<file path="config.mk">
export PLATFORM = sky130hd
export DESIGN_NAME = frv_pipeline_writeback_flat
export DESIGN_NICKNAME = d
export VERILOG_FILES = /design/src/rtl/frv_pipeline_writeback_pkg.sv /design/src/rtl/frv_pipeline_writeback_if.sv /design/src/rtl/frv_lsu_rdata_align.sv /design/src/rtl/frv_pipeline_writeback.sv /design/src/flat_wrapper.sv
export SDC_FILE = /design/constraint.sdc
export NUM_CORES = 1
export LEC_CHECK = 0
export CORE_AREA = 2 2 154 156
export DETAILED_ROUTE_END_ITERATION = 6
export DIE_AREA = 0 0 156 158
export DONT_BUFFER_PORTS = 1
export GPL_TIMING_DRIVEN = 1
export HOLD_SLACK_MARGIN = 0.05
export PLACE_DENSITY = 0.3
export SYNTH_ARGS = -nofsm -noshare
export SYNTH_HDL_FRONTEND = slang
export SYNTH_SLANG_ARGS = --single-unit
</file>
<file path="constraint.sdc">
create_clock -name g_clk -period 2.4 [get_ports g_clk]
set_input_delay 0.6 -clock g_clk [delete_from_list [all_inputs] [get_ports g_clk]]
set_output_delay 0.6 -clock g_clk [all_outputs]
set_load 0.02 [all_outputs]
</file>
<file path="src/rtl/frv_pipeline_writeback_pkg.sv">
// frv_pipeline_writeback_pkg: shared widths, field indices and FSM encoding for the writeback stage
package frv_pipeline_writeback_pkg;
  localparam int XLEN = 32;
  localparam int XL = XLEN - 1;
  localparam int P_FU_LSU = 1;
  localparam int P_FU_CFU = 2;
  localparam int P_FU_CSR = 3;
  localparam int LSU_SIGNED = 0;
  localparam int LSU_WIDTH = 1;
  localparam int LSU_LOAD = 3;
  localparam int LSU_STORE = 4;
  typedef enum logic [1:0] {
    WB_IDLE,
    WB_WAIT_MEM,
    WB_WAIT_CF
  } wb_state_e;
endpackage

</file>
<file path="src/rtl/frv_pipeline_writeback_if.sv">
// frv_pipeline_writeback_if: s4 handshake bundle from the memory stage into writeback
interface frv_pipeline_writeback_if;
  import frv_pipeline_writeback_pkg::*;
  logic s4_p_valid;
  logic s4_p_busy;
  logic [4:0] s4_rd;
  logic [XL:0] s4_wdata;
  logic s4_cf;
  logic [XL:0] s4_cft;
  logic [31:0] s4_pc;
  logic [31:0] s4_instr;
  logic [4:0] s4_uop;
  logic [4:0] s4_fu;
  logic s4_trap;
  modport master (
    output s4_p_valid, s4_rd, s4_wdata, s4_cf, s4_cft, s4_pc, s4_instr, s4_uop, s4_fu, s4_trap,
    input  s4_p_busy
  );
  modport slave (
    input  s4_p_valid, s4_rd, s4_wdata, s4_cf, s4_cft, s4_pc, s4_instr, s4_uop, s4_fu, s4_trap,
    output s4_p_busy
  );
endinterface

</file>
<file path="src/rtl/frv_lsu_rdata_align.sv">
// frv_lsu_rdata_align: picks the addressed byte/half/word from a load response and extends it
module frv_lsu_rdata_align
  import frv_pipeline_writeback_pkg::*;
(
  input  logic [31:0] rdata_i,
  input  logic [1:0]  addr_i,
  input  logic [1:0]  width_i,
  input  logic        signed_i,
  output logic [XL:0] data_o
);
  logic [7:0] b;
  logic [15:0] h;
  // select lane by address, then sign- or zero-extend by access width
  always_comb begin
    b = rdata_i[{addr_i, 3'b000} +: 8];
    h = rdata_i[{addr_i[1], 4'b0000} +: 16];
    data_o = width_i == 2'b01 ? {{(XLEN-8){signed_i & b[7]}}, b} :
             width_i == 2'b10 ? {{(XLEN-16){signed_i & h[15]}}, h} : rdata_i;
  end
endmodule

</file>
<file path="src/rtl/frv_pipeline_writeback.sv">
// frv_pipeline_writeback: completes s4 instructions, waiting on memory responses and control-flow acks
module frv_pipeline_writeback
  import frv_pipeline_writeback_pkg::*;
#(
  parameter logic [4:0] TRAP_LD_FAULT = 5'd5,
  parameter logic [4:0] TRAP_ST_FAULT = 5'd7
) (
  input  logic                            g_clk,
  input  logic                            g_resetn,
  frv_pipeline_writeback_if.slave         s4,
  input  logic                            dmem_recv_i,
  input  logic [31:0]                     dmem_rdata_i,
  input  logic                            dmem_error_i,
  output logic                            gpr_wen_o,
  output logic [4:0]                      gpr_rd_o,
  output logic [XL:0]                     gpr_wdata_o,
  output logic [4:0]                      fwd_s4_rd_o,
  output logic [XL:0]                     fwd_s4_wdata_o,
  output logic                            fwd_s4_load_o,
  output logic                            fwd_s4_csr_o,
  output logic                            cf_req_o,
  output logic [XL:0]                     cf_target_o,
  input  logic                            cf_ack_i,
  output logic                            trap_raise_o,
  output logic [4:0]                      trap_cause_o,
  output logic [31:0]                     trap_pc_o,
  output logic                            trs_valid_o,
  output logic [31:0]                     trs_pc_o,
  output logic [31:0]                     trs_instr_o
);
  wb_state_e state_q, state_d;
  logic v, idle, ld, st, is_tr, is_mem, is_cf, is_alu;
  logic mem_done, mem_err, cf_done, done, ret, wen;
  logic [XL:0] ld_data;

  frv_lsu_rdata_align u_align (
    .rdata_i  (dmem_rdata_i),
    .addr_i   (s4.s4_wdata[1:0]),
    .width_i  (s4.s4_uop[LSU_WIDTH +: 2]),
    .signed_i (s4.s4_uop[LSU_SIGNED]),
    .data_o   (ld_data)
  );

  // FSM register; reset abandons any instruction still waiting
  always_ff @(posedge g_clk) state_q <= g_resetn ? state_d : WB_IDLE;

  // classify the s4 instruction, decide completion and drive every output combinationally
  always_comb begin
    v = g_resetn & s4.s4_p_valid;
    idle = state_q == WB_IDLE;
    ld = s4.s4_fu[P_FU_LSU] & s4.s4_uop[LSU_LOAD];
    st = s4.s4_fu[P_FU_LSU] & s4.s4_uop[LSU_STORE];
    is_tr = v & idle & s4.s4_trap;
    is_mem = g_resetn & (state_q == WB_WAIT_MEM | (v & idle & !s4.s4_trap & (ld | st)));
    is_cf = g_resetn & (state_q == WB_WAIT_CF | (v & idle & !s4.s4_trap & !(ld | st) & s4.s4_cf));
    is_alu = v & idle & !s4.s4_trap & !(ld | st) & !s4.s4_cf;
    mem_done = is_mem & dmem_recv_i;
    mem_err = mem_done & dmem_error_i;
    cf_done = is_cf & cf_ack_i;
    done = is_tr | is_alu | mem_done | cf_done;
    ret = is_alu | cf_done | (mem_done & !dmem_error_i);
    wen = (is_alu | cf_done | (mem_done & !dmem_error_i & ld)) & |s4.s4_rd;
    s4.s4_p_busy = (is_mem | is_cf) & !done;
    state_d = !s4.s4_p_busy ? WB_IDLE : is_mem ? WB_WAIT_MEM : WB_WAIT_CF;
    gpr_wen_o = wen;
    gpr_rd_o = wen ? s4.s4_rd : '0;
    gpr_wdata_o = !wen ? '0 : is_mem ? ld_data : s4.s4_wdata;
    fwd_s4_rd_o = (v & !s4.s4_trap & !st) ? s4.s4_rd : '0;
    fwd_s4_wdata_o = g_resetn ? s4.s4_wdata : '0;
    fwd_s4_load_o = v & ld & !done;
    fwd_s4_csr_o = v & s4.s4_fu[P_FU_CSR];
    cf_req_o = is_cf;
    cf_target_o = is_cf ? s4.s4_cft : '0;
    trap_raise_o = is_tr | mem_err;
    trap_cause_o = is_tr ? s4.s4_rd : mem_err ? (ld ? TRAP_LD_FAULT : TRAP_ST_FAULT) : '0;
    trap_pc_o = (is_tr | mem_err) ? s4.s4_pc : '0;
    trs_valid_o = ret;
    trs_pc_o = ret ? s4.s4_pc : '0;
    trs_instr_o = ret ? s4.s4_instr : '0;
  end
endmodule
</file>
<file path="src/flat_wrapper.sv">
// flat-port wrapper written by rule: the top's interface ports become plain ports
module frv_pipeline_writeback_flat import frv_pipeline_writeback_pkg::*;
#(
  parameter logic [4:0] TRAP_LD_FAULT = 5'd5,
  parameter logic [4:0] TRAP_ST_FAULT = 5'd7
)
  (g_clk, g_resetn, dmem_recv_i, dmem_rdata_i, dmem_error_i, gpr_wen_o, gpr_rd_o, gpr_wdata_o, fwd_s4_rd_o, fwd_s4_wdata_o, fwd_s4_load_o, fwd_s4_csr_o, cf_req_o, cf_target_o, cf_ack_i, trap_raise_o, trap_cause_o, trap_pc_o, trs_valid_o, trs_pc_o, trs_instr_o, s4_s4_p_valid, s4_s4_rd, s4_s4_wdata, s4_s4_cf, s4_s4_cft, s4_s4_pc, s4_s4_instr, s4_s4_uop, s4_s4_fu, s4_s4_trap, s4_s4_p_busy);
  frv_pipeline_writeback_if s4_i ();
  input  logic g_clk;
  input  logic g_resetn;
  input  logic dmem_recv_i;
  input  logic [31:0] dmem_rdata_i;
  input  logic dmem_error_i;
  output logic gpr_wen_o;
  output logic [4:0] gpr_rd_o;
  output logic [XL:0] gpr_wdata_o;
  output logic [4:0] fwd_s4_rd_o;
  output logic [XL:0] fwd_s4_wdata_o;
  output logic fwd_s4_load_o;
  output logic fwd_s4_csr_o;
  output logic cf_req_o;
  output logic [XL:0] cf_target_o;
  input  logic cf_ack_i;
  output logic trap_raise_o;
  output logic [4:0] trap_cause_o;
  output logic [31:0] trap_pc_o;
  output logic trs_valid_o;
  output logic [31:0] trs_pc_o;
  output logic [31:0] trs_instr_o;
  input wire logic [$bits(s4_i.s4_p_valid)-1:0] s4_s4_p_valid;
  input wire logic [$bits(s4_i.s4_rd)-1:0] s4_s4_rd;
  input wire logic [$bits(s4_i.s4_wdata)-1:0] s4_s4_wdata;
  input wire logic [$bits(s4_i.s4_cf)-1:0] s4_s4_cf;
  input wire logic [$bits(s4_i.s4_cft)-1:0] s4_s4_cft;
  input wire logic [$bits(s4_i.s4_pc)-1:0] s4_s4_pc;
  input wire logic [$bits(s4_i.s4_instr)-1:0] s4_s4_instr;
  input wire logic [$bits(s4_i.s4_uop)-1:0] s4_s4_uop;
  input wire logic [$bits(s4_i.s4_fu)-1:0] s4_s4_fu;
  input wire logic [$bits(s4_i.s4_trap)-1:0] s4_s4_trap;
  output wire logic [$bits(s4_i.s4_p_busy)-1:0] s4_s4_p_busy;
  assign s4_i.s4_p_valid = s4_s4_p_valid;
  assign s4_i.s4_rd = s4_s4_rd;
  assign s4_i.s4_wdata = s4_s4_wdata;
  assign s4_i.s4_cf = s4_s4_cf;
  assign s4_i.s4_cft = s4_s4_cft;
  assign s4_i.s4_pc = s4_s4_pc;
  assign s4_i.s4_instr = s4_s4_instr;
  assign s4_i.s4_uop = s4_s4_uop;
  assign s4_i.s4_fu = s4_s4_fu;
  assign s4_i.s4_trap = s4_s4_trap;
  assign s4_s4_p_busy = s4_i.s4_p_busy;
  frv_pipeline_writeback #(.TRAP_LD_FAULT(TRAP_LD_FAULT), .TRAP_ST_FAULT(TRAP_ST_FAULT)) u_core (.g_clk(g_clk), .g_resetn(g_resetn), .s4(s4_i), .dmem_recv_i(dmem_recv_i), .dmem_rdata_i(dmem_rdata_i), .dmem_error_i(dmem_error_i), .gpr_wen_o(gpr_wen_o), .gpr_rd_o(gpr_rd_o), .gpr_wdata_o(gpr_wdata_o), .fwd_s4_rd_o(fwd_s4_rd_o), .fwd_s4_wdata_o(fwd_s4_wdata_o), .fwd_s4_load_o(fwd_s4_load_o), .fwd_s4_csr_o(fwd_s4_csr_o), .cf_req_o(cf_req_o), .cf_target_o(cf_target_o), .cf_ack_i(cf_ack_i), .trap_raise_o(trap_raise_o), .trap_cause_o(trap_cause_o), .trap_pc_o(trap_pc_o), .trs_valid_o(trs_valid_o), .trs_pc_o(trs_pc_o), .trs_instr_o(trs_instr_o));
endmodule
</file>
# Yosys cells after proc, flatten, opt, wreduce, memory -nomap -nowiden
# Cells that the tools add are included.
dict set report classes {
  shifts 2
  n_reduce_logical 9
  muxes 15
  bitwise 37
  eq_ne 4
}
# operator count
set ops {}
lappend ops {{$mux 32} 9}
lappend ops {{$shiftx 32x6->16} 1}
lappend ops {{$shiftx 32x6->8} 1}
lappend ops {{$and 1x1->1} 26}
lappend ops {{$mux 5} 4}
lappend ops {{$or 1x1->1} 11}
lappend ops {{$logic_not 1->1} 6}
lappend ops {{$reduce_or 5->1} 1}
lappend ops {{$eq 2x1->1 const B} 2}
lappend ops {{$eq 2x2->1 const B} 2}
lappend ops {{$mux 2} 2}
lappend ops {{$logic_not 2->1} 1}
lappend ops {{$reduce_and 2->1} 1}
dict set report totals {
  register_bits 2
  wordCells 68
  output_inout_bits 214
  in_bits 183
}

# Depth between registers and ports, before layout
# Gate-level depths: netlist (run 1).
dict set report logic_depth {
  ltp_word 12
  depth_mapped 8
  depth_no_buf 5
}

# By module
# A second synthesis (run 1) with hierarchy kept.
dict set report unflattened {
  cells_unflattened 421
  hier_area_um2 3034.2
}
# module n_inst cells_per_inst area_each_um2
set modules_own_cells {}
lappend modules_own_cells {frv_pipeline_writeback 1 307 2160.8}
lappend modules_own_cells {frv_lsu_rdata_align 1 114 873.3}

# Worst setup path after synthesis (run 1)
# OpenSTA, ideal clock, no wires.
dict set report synth_path {
  path_type {input to output}
  from {input port s4_s4_trap}
  to {output port trap_cause_o[1]}
  setup_slack_ps -287
  n_path_buf 1
  cell_stages 6
  required_ps 1800
  arrival_time_ps 2087
  cell_sequence {inv_1 or4_1 buf_6 o21ai_4 inv_4 a311oi_1}
}
dict set report synth_between {
  elab_chain_cells 9
}
# item line
set synth_rtl {}
lappend synth_rtl {{start: declaration} flat_wrapper.sv:39} ;# input wire logic [$bits(s4_i.s4_trap)-1:0] s4_s4_trap;
lappend synth_rtl {{$logic_not 1->1} frv_pipeline_writeback.sv:54} ;# is_mem = g_resetn & (state_q == WB_WAIT_MEM | (v & idle & !s4.s4_trap & (ld | st)));
lappend synth_rtl {{$and 1x1->1 (2 in a row)} frv_pipeline_writeback.sv:54}
lappend synth_rtl {{$or 1x1->1} frv_pipeline_writeback.sv:54}
lappend synth_rtl {{$and 1x1->1} frv_pipeline_writeback.sv:54}
lappend synth_rtl {{$and 1x1->1} frv_pipeline_writeback.sv:57} ;# mem_done = is_mem & dmem_recv_i;
lappend synth_rtl {{$and 1x1->1} frv_pipeline_writeback.sv:58} ;# mem_err = mem_done & dmem_error_i;
lappend synth_rtl {{$mux 5} frv_pipeline_writeback.sv:75} ;# trap_cause_o = is_tr ? s4.s4_rd : mem_err ? (ld ? TRAP_LD_FAULT : TRAP_ST_FAULT) : '0;
lappend synth_rtl {{$mux 5 *} frv_pipeline_writeback.sv:75}
lappend synth_rtl {{end: declaration} flat_wrapper.sv:25} ;# output logic [4:0] trap_cause_o;
# Mark *: on every way between the ends. The rest lies on a longest branch, timed or not.

# Final worst setup path (run 1)
dict set report layout_path {
  from {input port s4_s4_wdata[0]}
  to {output port gpr_wdata_o[20]}
}
dict set report layout_between {
  elab_chain_cells 5
}
# item line
set layout_rtl {}
lappend layout_rtl {{start: declaration} flat_wrapper.sv:32} ;# input wire logic [$bits(s4_i.s4_wdata)-1:0] s4_s4_wdata;
lappend layout_rtl {{$shiftx 32x6->8} frv_lsu_rdata_align.sv:15} ;# b = rdata_i[{addr_i, 3'b000} +: 8];
lappend layout_rtl {{$and 1x1->1} frv_lsu_rdata_align.sv:17} ;# data_o = width_i == 2'b01 ? {{(XLEN-8){signed_i & b[7]}}, b} :
lappend layout_rtl {{$mux 32} frv_lsu_rdata_align.sv:17}
lappend layout_rtl {{$mux 32 (2 in a row)} frv_pipeline_writeback.sv:67} ;# gpr_wdata_o = !wen ? '0 : is_mem ? ld_data : s4.s4_wdata;
lappend layout_rtl {{end: declaration} flat_wrapper.sv:16} ;# output logic [XL:0] gpr_wdata_o;
# No other way between the ends.

==> impl_metrics.env, run 1 <==
export IMPL_avgSynthCellArea_um2=6.83
export IMPL_instances_no_fill=784
export IMPL_status="finished with violations"
export IMPL_ant_nets=0
export IMPL_violations="negative setup slack"
export IMPL_grt_max_degree=41
export IMPL_ys_seq_area_share_pct=1.39
export IMPL_antenna_found_initial=1
export IMPL_die_area_mm2=0.0246
export IMPL_cts_sinks=2
export IMPL_synth_nets=604
export IMPL_async_flop_share_pct=0
export IMPL_cts_tree="yes"
export IMPL_grt_usage_pct=12.2
export IMPL_layout_common_cells="130 x and2_4, 53 x buf_4, 40 x and2_1"
export IMPL_die_h_um=158
export IMPL_yosysUniqueCellTypes=53
export IMPL_first_global_vias=3426
export IMPL_cp_num_cells=7
export IMPL_row_count=56
export IMPL_vias=3586
export IMPL_ir_drop_uv=182
export IMPL_netSwitchingPower_mw=0.450
export IMPL_drtIter0Drc=127
export IMPL_min_path_type="input pin to flip-flop"
export IMPL_p_seq_share_pct=3.3
export IMPL_postSynthCellCount=421
export IMPL_largest_reg_flops=2
export IMPL_die_x_um=156
export IMPL_tns_ns=-7.60
export IMPL_drive_gt1_share_pct=65.8
export IMPL_yosys_warnings=0
export IMPL_clockBufferDepth=2
export IMPL_rr_worst_depth=8
export IMPL_p_leak_nw=2.05
export IMPL_power_density_mw_per_mm2=207
export IMPL_ys_flop_type="dfxtp_1"
export IMPL_endpoint_kind="primary output"
export IMPL_synth_edf_count=0
export IMPL_tightest_slew_ns=0.396
export IMPL_overflow=0
export IMPL_initial_core_util_pct=12.5
export IMPL_gp_congestion=0.732
export IMPL_num_io_pins=397
export IMPL_place_inst=745
export IMPL_arrival_ns=1.95
export IMPL_slew_violations=0
export IMPL_maxCapViolCount=0
export IMPL_insertion_delay_ns=0.22
export IMPL_portBuffers=0
export IMPL_fmax_mhz=392
export IMPL_whs_path_depth=1
export IMPL_rsz0062_at_grt="yes"
export IMPL_layout_commonest_cell="and2_4"
export IMPL_fin_nets=679
export IMPL_max_slew_margin_rel_pct=73.5
export IMPL_final_hold_violation_count=0
export IMPL_finish_utilization_pct=22.3
export IMPL_final_min_clock_period_ns=2.55
export IMPL_area_growth_pct=78.5
export IMPL_cts_clk_slew_worst_paths_ns=0.03
export IMPL_path_class="input pin to primary output"
export IMPL_core_area_mm2=0.0231
export IMPL_synth_seq_cells=2
export IMPL_intPower_mw=0.613
export IMPL_synth_top_area_share_pct=37.0
export IMPL_fin_crit_sh_pct=106
export IMPL_reg_top3="u_core.state_q (2)"
export IMPL_comb_power_share_pct=73.1
export IMPL_largest_register="u_core.state_q"
export IMPL_wl_per_cell_um=23.0
export IMPL_slowest_delay_ns=0.34
export IMPL_dp_hpwl_mm=13.4
export IMPL_clock_root_buffer="clkbuf_16"
export IMPL_p_sw_share_pct=42.3
export IMPL_first_pass_iters=4
export IMPL_pwr_share_clk_pct=23.6
export IMPL_synth_top_area_cell="and2_1"
export IMPL_skew_ns=0.00127
export IMPL_cts_max_level=1
export IMPL_cts_buffers_inserted=3
export IMPL_startpoint_type="input pin"
export IMPL_syn_cell_area_mm2=0.00288
export IMPL_drc=0
export IMPL_grt_pass1_wl_mm=22.5
export IMPL_setup_viol=143
export IMPL_crit_chain="mux2_1, a31oi_2, a211oi_4, buf_12, a21oi_1, nor3_2, buf_4"
export IMPL_fin_ws_ns=-0.149
export IMPL_critPathTopFamily="compound AO/OA/AOI/OAI gates"
export IMPL_synthTopCellsByArea="and2_1 37%, a211oi_1 6.5%, a21oi_1 5.0%"
export IMPL_diodes=0
export IMPL_vias_per_cell=4.57
export IMPL_crit_buf_inv=2
export IMPL_crit_slowest_cell="a31oi_2"
export IMPL_crit_fanout=16
export IMPL_wl_mm=18.0
export IMPL_worstPathRequired_ns=1.80
[cell type report]
class	instances	area (µm²)
clock buffer	3	75.1
fill	2507	17900
inverter	10	43.8
multi-input combinational	370	3250
sequential	2	42.5
tap	290	363
timing repair buffer	109	1360
[final timing paths]
kind	startpoint	slack, ns	to
worst max-delay path	s4_s4_wdata[0]	-0.15	gpr_wdata_o[20]
worst min-delay path	dmem_recv_i	0.48	u_core.state_q[0]$_SDFF_PN0_
worst max register to register	u_core.state_q[1]$_SDFF_PN0_	0.50	u_core.state_q[1]$_SDFF_PN0_
worst min register to register	u_core.state_q[0]$_SDFF_PN0_	0.50	u_core.state_q[1]$_SDFF_PN0_
[synth_stat cells (all sizes together), types with 2 or more instances]
cell type	instances
nand2	12
nand3	4
o22ai	9
clkbuf	10
and2	170
o21ai	7
a21oi	31
o211ai	4
o221ai	2
a2bb2oi	6
a211oi	26
dfxtp	2
nor2b	4
nor3	16
nand2b	4
inv	10
mux2	4
buf	29
nor2	24
mux2i	7
a31oi	4
mux4	5
or4	2
and3	6
a22oi	8
[cell families after synthesis]
| group | count (synthesis) | synth area share [%] |
|---|---|---|
| compound gates | 105 | 27.4 |
| buf+inv | 49 | 9.62 |
| flops | 2 | 1.39 |
| mux | 16 | 7.92 |
| simple gates | 249 | 53.7 |
[stage by stage]
stage | instance area, µm² | hold WS (ns) | power (mW) | setup slack, ns
2_1_floorplan | 3130 | 0.595 | 0.518 | -0.101
3_3_place_gp | 3900 | 0.551 | 0.618 | -0.219
3_5_place_dp | 3900 | 0.571 | 0.622 | -0.216
4_1_cts | 4680 | 0.479 | 0.997 | -0.153
5_1_grt | 5130 | 0.477 | 1.12 | -0.238
6_report | 5130 | 0.476 | 1.06 | -0.149
[metal layers]
metal / part of all wire (%) / global-route usage (%) / wire [µm]
met1: 42 / 16.0 / 7520
met2: 49 / 19.7 / 8760
met3: 8.7 / 4.24 / 1570
met4: 0.95 / 1.44 / 172
met5: 0 / 0 / 0
[power by group through the flow]
stage	combinational [mW]	sequential, mW	clock, mW
after floorplan	0.483	0.0358	0
after global placement	0.583	0.0356	0
after detailed placement	0.586	0.0356	0
after CTS	0.710	0.0353	0.252
after global routing	0.822	0.0355	0.259
final	0.777	0.0353	0.250
[what timing repair did]
action | CTS | global route
hold endpoints to repair | 0 | 0
gates cloned | 8 | 10
gates resized for setup | 202 | 80
pin swaps | 73 | 69
hold buffers | 0 | 0
setup buffers | 14 | 10
setup endpoints to repair | 159 | 178
Note: power is estimated with default switching activity, not from simulation.
==> run 2: changes to the inputs <==
--- a/config.mk
+++ b/config.mk
@@ -5,10 +5,12 @@
 export SDC_FILE = /design/constraint.sdc
 export NUM_CORES = 1
 export LEC_CHECK = 0
+export ABC_AREA = 1
 export CORE_AREA = 2 2 154 156
 export DETAILED_ROUTE_END_ITERATION = 6
 export DIE_AREA = 0 0 156 158
 export DONT_BUFFER_PORTS = 1
+export GPL_ROUTABILITY_DRIVEN = 0
 export GPL_TIMING_DRIVEN = 1
 export HOLD_SLACK_MARGIN = 0.05
 export PLACE_DENSITY = 0.3
==> run 2 against run 1 <==
- the run still ends with negative setup slack left
- core utilization decreased by 0.66 points
- critical path depth increased by 3
- setup slack improved by 0.055 ns
- final cell count increased by 40%
- synthesized cell count up 68%
- synthesized area up 6.2%
- flip-flop and latch count did not move
- worst hold slack improved by 0.26 ns
- critical endpoint is now gpr_wdata_o[21]
- combinational power decreased by 10%
- non-clock buffer count grew 18
- global-route usage increased by 0.15 points
==> impl_metrics.env, run 2 <==
export IMPL_status="finished with violations"
export IMPL_violations="negative setup slack"
export IMPL_vias_per_cell=3.91
export IMPL_final_min_clock_period_ns=2.49
export IMPL_initial_core_util_pct=13.2
export IMPL_grt_pass1_wl_mm=22.9
export IMPL_cts_max_level=1
export IMPL_cts_clk_slew_worst_paths_ns=0.03
export IMPL_reg2reg_slack_ns=1.04
export IMPL_slowest_delay_ns=0.21
export IMPL_row_count=56
export IMPL_hold_buffers=0
export IMPL_synth_nets=891
export IMPL_synth_seq_cells=2
export IMPL_nFillCells=2690
export IMPL_netSwitchingPower_mw=0.486
export IMPL_portBuffers=0
export IMPL_drc=0
export IMPL_largest_reg_flops=2
export IMPL_synth_edf_count=0
export IMPL_hold_end="u_core.state_q[1]$_SDFF_PN0_"
export IMPL_hold_start="dmem_recv_i"
export IMPL_avgSynthCellArea_um2=4.31
export IMPL_largest_register="u_core.state_q"
export IMPL_ant_nets=0
export IMPL_cts_tree="yes"
export IMPL_path_class="input pin to primary output"
export IMPL_whs_path_depth=3
export IMPL_arrival_ns=1.89
export IMPL_place_inst=1082
export IMPL_min_path_type="input pin to flip-flop"
export IMPL_synth_top_area_cell="nand2_1"
export IMPL_wl_per_cell_um=15.6
export IMPL_crit_chain="nand2_8, nor2_4, nand2_2, nand2_2, nand4_1, nand3_4, nand3_4, buf_12, buf_6, nor2_4"
export IMPL_cts_sinks=2
export IMPL_startpoint_type="input pin"
export IMPL_slew_violations=0
export IMPL_maxCapViolCount=0
export IMPL_use_met3_pct=1.53
export IMPL_setup_viol=75
export IMPL_yosysMostFrequentCell="nand2_1"
export IMPL_rsz0062_at_grt="yes"
export IMPL_power_density_mw_per_mm2=197
export IMPL_fmax_mhz=401
export IMPL_layout_commonest_cell="nand2_1"
export IMPL_clockBufferDepth=2
export IMPL_fin_crit_sh_pct=104
export IMPL_syn_cell_area_mm2=0.00305
export IMPL_wl_mm=17.1
export IMPL_top_usage_layer="met2"
export IMPL_die_area_mm2=0.0246
export IMPL_met1_usage_pct=16.1
export IMPL_power_mw=0.980
export IMPL_synth_commonest_cells="228 x nand2_1, 183 x inv_1, 135 x nor2_1"
export IMPL_yosysUniqueCellTypes=27
export IMPL_finish_utilization_pct=21.6
export IMPL_p_leak_nw=3.07
export IMPL_overflow=0
export IMPL_area_growth_pct=63.1
export IMPL_grt_max_degree=65
export IMPL_pwr_share_clk_pct=25.3
export IMPL_reg_top3="u_core.state_q (2)"
export IMPL_p_seq_share_pct=3.6
export IMPL_core_area_mm2=0.0231
export IMPL_ys_seq_area_share_pct=1.31
export IMPL_yosys_warnings=0
export IMPL_instances_no_fill=1095
export IMPL_dp_hpwl_mm=14.4
export IMPL_vias=4278
export IMPL_met2_usage_pct=21.7
export IMPL_r2r_start="u_core.state_q[1]$_SDFF_PN0_"
export IMPL_first_global_vias=3729
export IMPL_crit_slowest_cell="nand3_4"
export IMPL_drtIter0Drc=236
export IMPL_cts_buffers_inserted=3
export IMPL_synthTopCellsByArea="nand2_1 28%, inv_1 23%, nor2_1 17%"
export IMPL_endpoint_kind="primary output"
export IMPL_layout_common_cells="221 x nand2_1, 119 x inv_1, 102 x nor2_1"
export IMPL_insertion_delay_ns=0.22
export IMPL_intPower_mw=0.494
export IMPL_max_slew_margin_rel_pct=75.1
export IMPL_ys_flop_type="dfxtp_1"
export IMPL_antenna_found_initial=2
export IMPL_async_flop_share_pct=0
export IMPL_crit_fanout=26
export IMPL_r2r_end="u_core.state_q[0]$_SDFF_PN0_"
export IMPL_comb_power_share_pct=71.1
export IMPL_fin_nets=988
export IMPL_critPathTopFamily="simple AND/OR/NAND/NOR gates"
export IMPL_drive_gt1_share_pct=36.4
export IMPL_skew_ns=0.00153
export IMPL_first_pass_iters=4
export IMPL_die_h_um=158
export IMPL_final_hold_violation_count=0
export IMPL_grt_usage_pct=12.3
export IMPL_postSynthCellCount=708
export IMPL_worstPathRequired_ns=1.80
export IMPL_rr_worst_depth=6
export IMPL_tightest_slew_ns=0.371
export IMPL_crit_buf_inv=2
export IMPL_synth_top_area_share_pct=28.0
export IMPL_fin_ws_ns=-0.0944
export IMPL_p_sw_share_pct=49.6
export IMPL_num_io_pins=397
export IMPL_ir_drop_uv=244
export IMPL_die_x_um=156
export IMPL_clock_root_buffer="clkbuf_16"
==> run 2: metrics by stage <==
stage,instance area (µm²),setup TNS [ns],hold slack (ns),setup slack (ns)
global placement,4550,-14.10,0.894,-0.239
floorplan,3350,-0.253,0.683,-0.0743
global route,4980,-15.73,0.769,-0.187
CTS,4760,-3.01,0.715,-0.104
detailed placement,4550,-11.90,0.886,-0.211
finish,4980,-2.06,0.732,-0.0944
==> run 2: cell type report <==
class / instances / area, µm² / area share (%)
Clock buffer: 3 / 75.1 / 1.51
Antenna cell: 2 / 5.00 / 0.101
Tap cell: 290 / 363 / 7.29
Sequential cell: 2 / 40.0 / 0.804
Timing Repair inverter: 2 / 36.3 / 0.729
Inverter: 185 / 711 / 14.3
Timing Repair Buffer: 127 / 1220 / 24.6
Multi-Input combinational cell: 484 / 2530 / 50.7
==> run 2: worst max path at each step <==
stage,from,end,slack [ns],cells after the start
6_report,s4_s4_p_valid,gpr_wdata_o[21],-0.09,10
4_1_cts,s4_s4_p_valid,gpr_wdata_o[21],-0.10,10
2_1_floorplan,s4_s4_wdata[0],gpr_wdata_o[25],-0.07,11
3_5_place_dp,s4_s4_uop[3],gpr_wdata_o[21],-0.21,9
5_1_grt,s4_s4_p_valid,gpr_wdata_o[11],-0.19,10
3_3_place_gp,s4_s4_uop[3],gpr_wdata_o[21],-0.24,9
==> run 2: logic make-up after synthesis <==
family | Yosys count | synth area share [%]
compound gates | 38 | 8.16
simple gates | 446 | 60.6
flops | 2 | 1.31
buf+inv | 222 | 29.9
==> run 2: per-layer routing <==
| layer | share of wire [%] | wire length [µm] | vias up |
|---|---|---|---|
| li1 | - | - | 2194 |
| met3 | 6.4 | 1090 | 13 |
| met1 | 44 | 7460 | 1825 |
| met5 | 0 | 0 | - |
| met4 | 1.5 | 255 | 0 |
| met2 | 48 | 8280 | 246 |
==> run 2: power groups by stage <==
stage / logic, mW / clock network [mW] / registers, mW
6_report: 0.696 / 0.248 / 0.0356
5_1_grt: 0.770 / 0.256 / 0.0357
4_1_cts: 0.671 / 0.252 / 0.0355
3_5_place_dp: 0.642 / 0 / 0.0360
3_3_place_gp: 0.643 / 0 / 0.0359
2_1_floorplan: 0.485 / 0 / 0.0356
==> run 2: timing repair <==
action	4_1_cts	5_1_grt
gates cloned	2	3
pin swaps	6	12
setup buffers	0	3
endpoints found under the setup margin	124	131
gates resized for setup	90	35
==> run 2: worst register-to-register path, stage by stage (launching register included) <==
cell and delay [ns]:
dfxtp_1 0.34, nor2_2 0.16, a21boi_4 0.28, nand2_1 0.09
nand4_1 0.21, buf_4 0.15, nor2_1 0.03
==> run 3: changes to the inputs <==
--- a/config.mk
+++ b/config.mk
@@ -6,9 +6,9 @@
 export NUM_CORES = 1
 export LEC_CHECK = 0
 export ABC_AREA = 1
-export CORE_AREA = 2 2 154 156
+export CORE_AREA = 2 2 156 158
 export DETAILED_ROUTE_END_ITERATION = 6
-export DIE_AREA = 0 0 156 158
+export DIE_AREA = 0 0 158 160
 export DONT_BUFFER_PORTS = 1
 export GPL_ROUTABILITY_DRIVEN = 0
 export GPL_TIMING_DRIVEN = 1
==> run 3 against run 2 <==
- total power is 0.78% lower
- sequential share of layout area hardly changed
- the flow still finishes with violations (negative setup slack)
- core utilization fell by 0.68 points
==> impl_metrics.env, run 3 (synthesis results as in run 2) <==
export IMPL_drive_gt1_share_pct=36.8
export IMPL_p_leak_nw=3.06
export IMPL_initial_core_util_pct=12.8
export IMPL_final_hold_violation_count=0
export IMPL_overflow=0
export IMPL_tightest_slew_ns=0.381
export IMPL_rsz0062_at_grt="yes"
export IMPL_insertion_delay_ns=0.22
export IMPL_num_io_pins=397
export IMPL_die_h_um=160
export IMPL_cts_max_level=1
export IMPL_skew_ns=0.00129
export IMPL_max_slew_margin_rel_pct=74.5
export IMPL_arrival_ns=1.81
export IMPL_row_count=57
export IMPL_dp_hpwl_mm=14.0
export IMPL_critPathTopFamily="simple AND/OR/NAND/NOR gates"
export IMPL_place_inst=1116
export IMPL_die_area_mm2=0.0253
export IMPL_holdWs_ns=0.740
export IMPL_crit_chain="nand2_8, nor2_4, nand2_2, nand2_2, nand4_1, nand3_4, nand3_4, buf_12, nor2_1, buf_4"
export IMPL_drtIter0Drc=278
export IMPL_crit_buf_inv=2
export IMPL_startpoint_type="input pin"
export IMPL_drc=0
export IMPL_hold_buffers=0
export IMPL_diodes=0
export IMPL_first_pass_iters=4
export IMPL_fin_ws_ns=-0.0105
export IMPL_nFillCells=2740
export IMPL_slew_violations=0
export IMPL_wl_per_cell_um=14.9
export IMPL_core_area_mm2=0.0238
export IMPL_vias=4356
export IMPL_fmax_mhz=415
export IMPL_path_class="input pin to primary output"
export IMPL_clockBufferDepth=2
export IMPL_die_x_um=158
export IMPL_final_min_clock_period_ns=2.41
export IMPL_cts_clk_slew_worst_paths_ns=0.03
export IMPL_violations="negative setup slack"
export IMPL_cts_tree="yes"
export IMPL_min_path_type="input pin to flip-flop"
export IMPL_fin_crit_sh_pct=100
export IMPL_portBuffers=0
export IMPL_slowest_delay_ns=0.19
export IMPL_setup_viol=1
export IMPL_endpoint_kind="primary output"
export IMPL_fin_nets=990
export IMPL_tns_ns=-0.0105
export IMPL_power_mw=0.972
export IMPL_grt_pass1_wl_mm=22.4
export IMPL_reg_top3="u_core.state_q (2)"
export IMPL_power_density_mw_per_mm2=195
export IMPL_instances_no_fill=1129
export IMPL_cts_buffers_inserted=3
export IMPL_crit_slowest_cell="buf_12"
export IMPL_grt_usage_pct=11.6
export IMPL_ir_drop_uv=171
export IMPL_largest_register="u_core.state_q"
export IMPL_layout_common_cells="215 x nand2_1, 119 x inv_1, 105 x buf_4"
export IMPL_worstPathRequired_ns=1.80
export IMPL_area_growth_pct=63.2
export IMPL_crit_fanout=21
export IMPL_status="finished with violations"
export IMPL_vias_per_cell=3.86
export IMPL_wl_mm=16.8
export IMPL_clock_root_buffer="clkbuf_16"
export IMPL_grt_max_degree=36
export IMPL_layout_commonest_cell="nand2_1"
export IMPL_cts_sinks=2
export IMPL_ant_nets=0
export IMPL_first_global_vias=3802
export IMPL_largest_reg_flops=2
export IMPL_maxCapViolCount=0
export IMPL_antenna_found_initial=0
==> run 3: cell count changes in the layout (fill, tap and decap cells not counted), moves of 3 or more <==
| cell | delta |
|---|---|
| buf_4 | +8 |
| nand2_1 | -6 |
| nand2_2 | +5 |
| nor2_2 | -3 |
| o21ai_1 | +4 |
| o21ai_2 | -4 |
==> run 3: worst paths after layout <==
path / from / end / cells past startpoint / slack [ns]
worst max-delay path: s4_s4_p_valid / gpr_wdata_o[12] / 10 / -0.01
worst min-delay path: dmem_recv_i / u_core.state_q[0]$_SDFF_PN0_ / 4 / 0.74
worst max register to register: u_core.state_q[1]$_SDFF_PN0_ / u_core.state_q[1]$_SDFF_PN0_ / 9 / 0.85
worst min register to register: u_core.state_q[1]$_SDFF_PN0_ / u_core.state_q[0]$_SDFF_PN0_ / 4 / 0.82
==> run 3: cell type report <==
| cell class | instances | area (µm²) | area share [%] |
|---|---|---|---|
| well taps | 324 | 405 | 8.13 |
| inverters | 185 | 706 | 14.2 |
| flip-flops and latches | 2 | 40.0 | 0.803 |
| multi-input cells | 484 | 2520 | 50.6 |
| repair buffers | 131 | 1230 | 24.8 |
| clock buffers | 3 | 75.1 | 1.51 |
==> run 3: power by group <==
group	leakage, nW	internal, mW	switching, mW
sequential	0.0162	0.0345	0.000968
clock	0.0370	0.212	0.0381
combinational	3.01	0.245	0.442
total	3.06	0.491	0.481
==> run 3: through the flow <==
stage | utilization, % | worst slack (ns) | cell area, µm²
2_1_floorplan | - | -0.0743 | 3350
3_3_place_gp | 19.1 | -0.243 | 4560
3_5_place_dp | 19.1 | -0.234 | 4560
4_1_cts | 20.4 | -0.0417 | 4850
5_1_grt | 20.9 | -0.122 | 4980
6_report | 20.9 | -0.0105 | 4980
==> run 3: what timing repair did <==
item	CTS	global route
gates resized for setup	41	79
pin swaps	14	10
gates cloned	2	2
endpoints found under the setup margin	117	129
setup buffers	4	3
==> run 3: worst reg2reg max path, cell delays in order (launching register included) <==
cell and delay, ns:
dfxtp_1 0.33, nor2_2 0.16, a21boi_4 0.22, buf_12 0.15
clkbuf_16 0.17, nand2_4 0.04, nand4_1 0.12, buf_4 0.14
buf_4 0.09, nor2_1 0.03
==> run 3: per-layer routing <==
layer  vias up  GRT usage (%)  part of all wire [%]
met5         -              0                     0
met4         0           1.72                  0.78
met3         8           1.14                   6.8
met2       248           20.1                    49
met1      1905           15.8                    44
li1       2195              -                     -
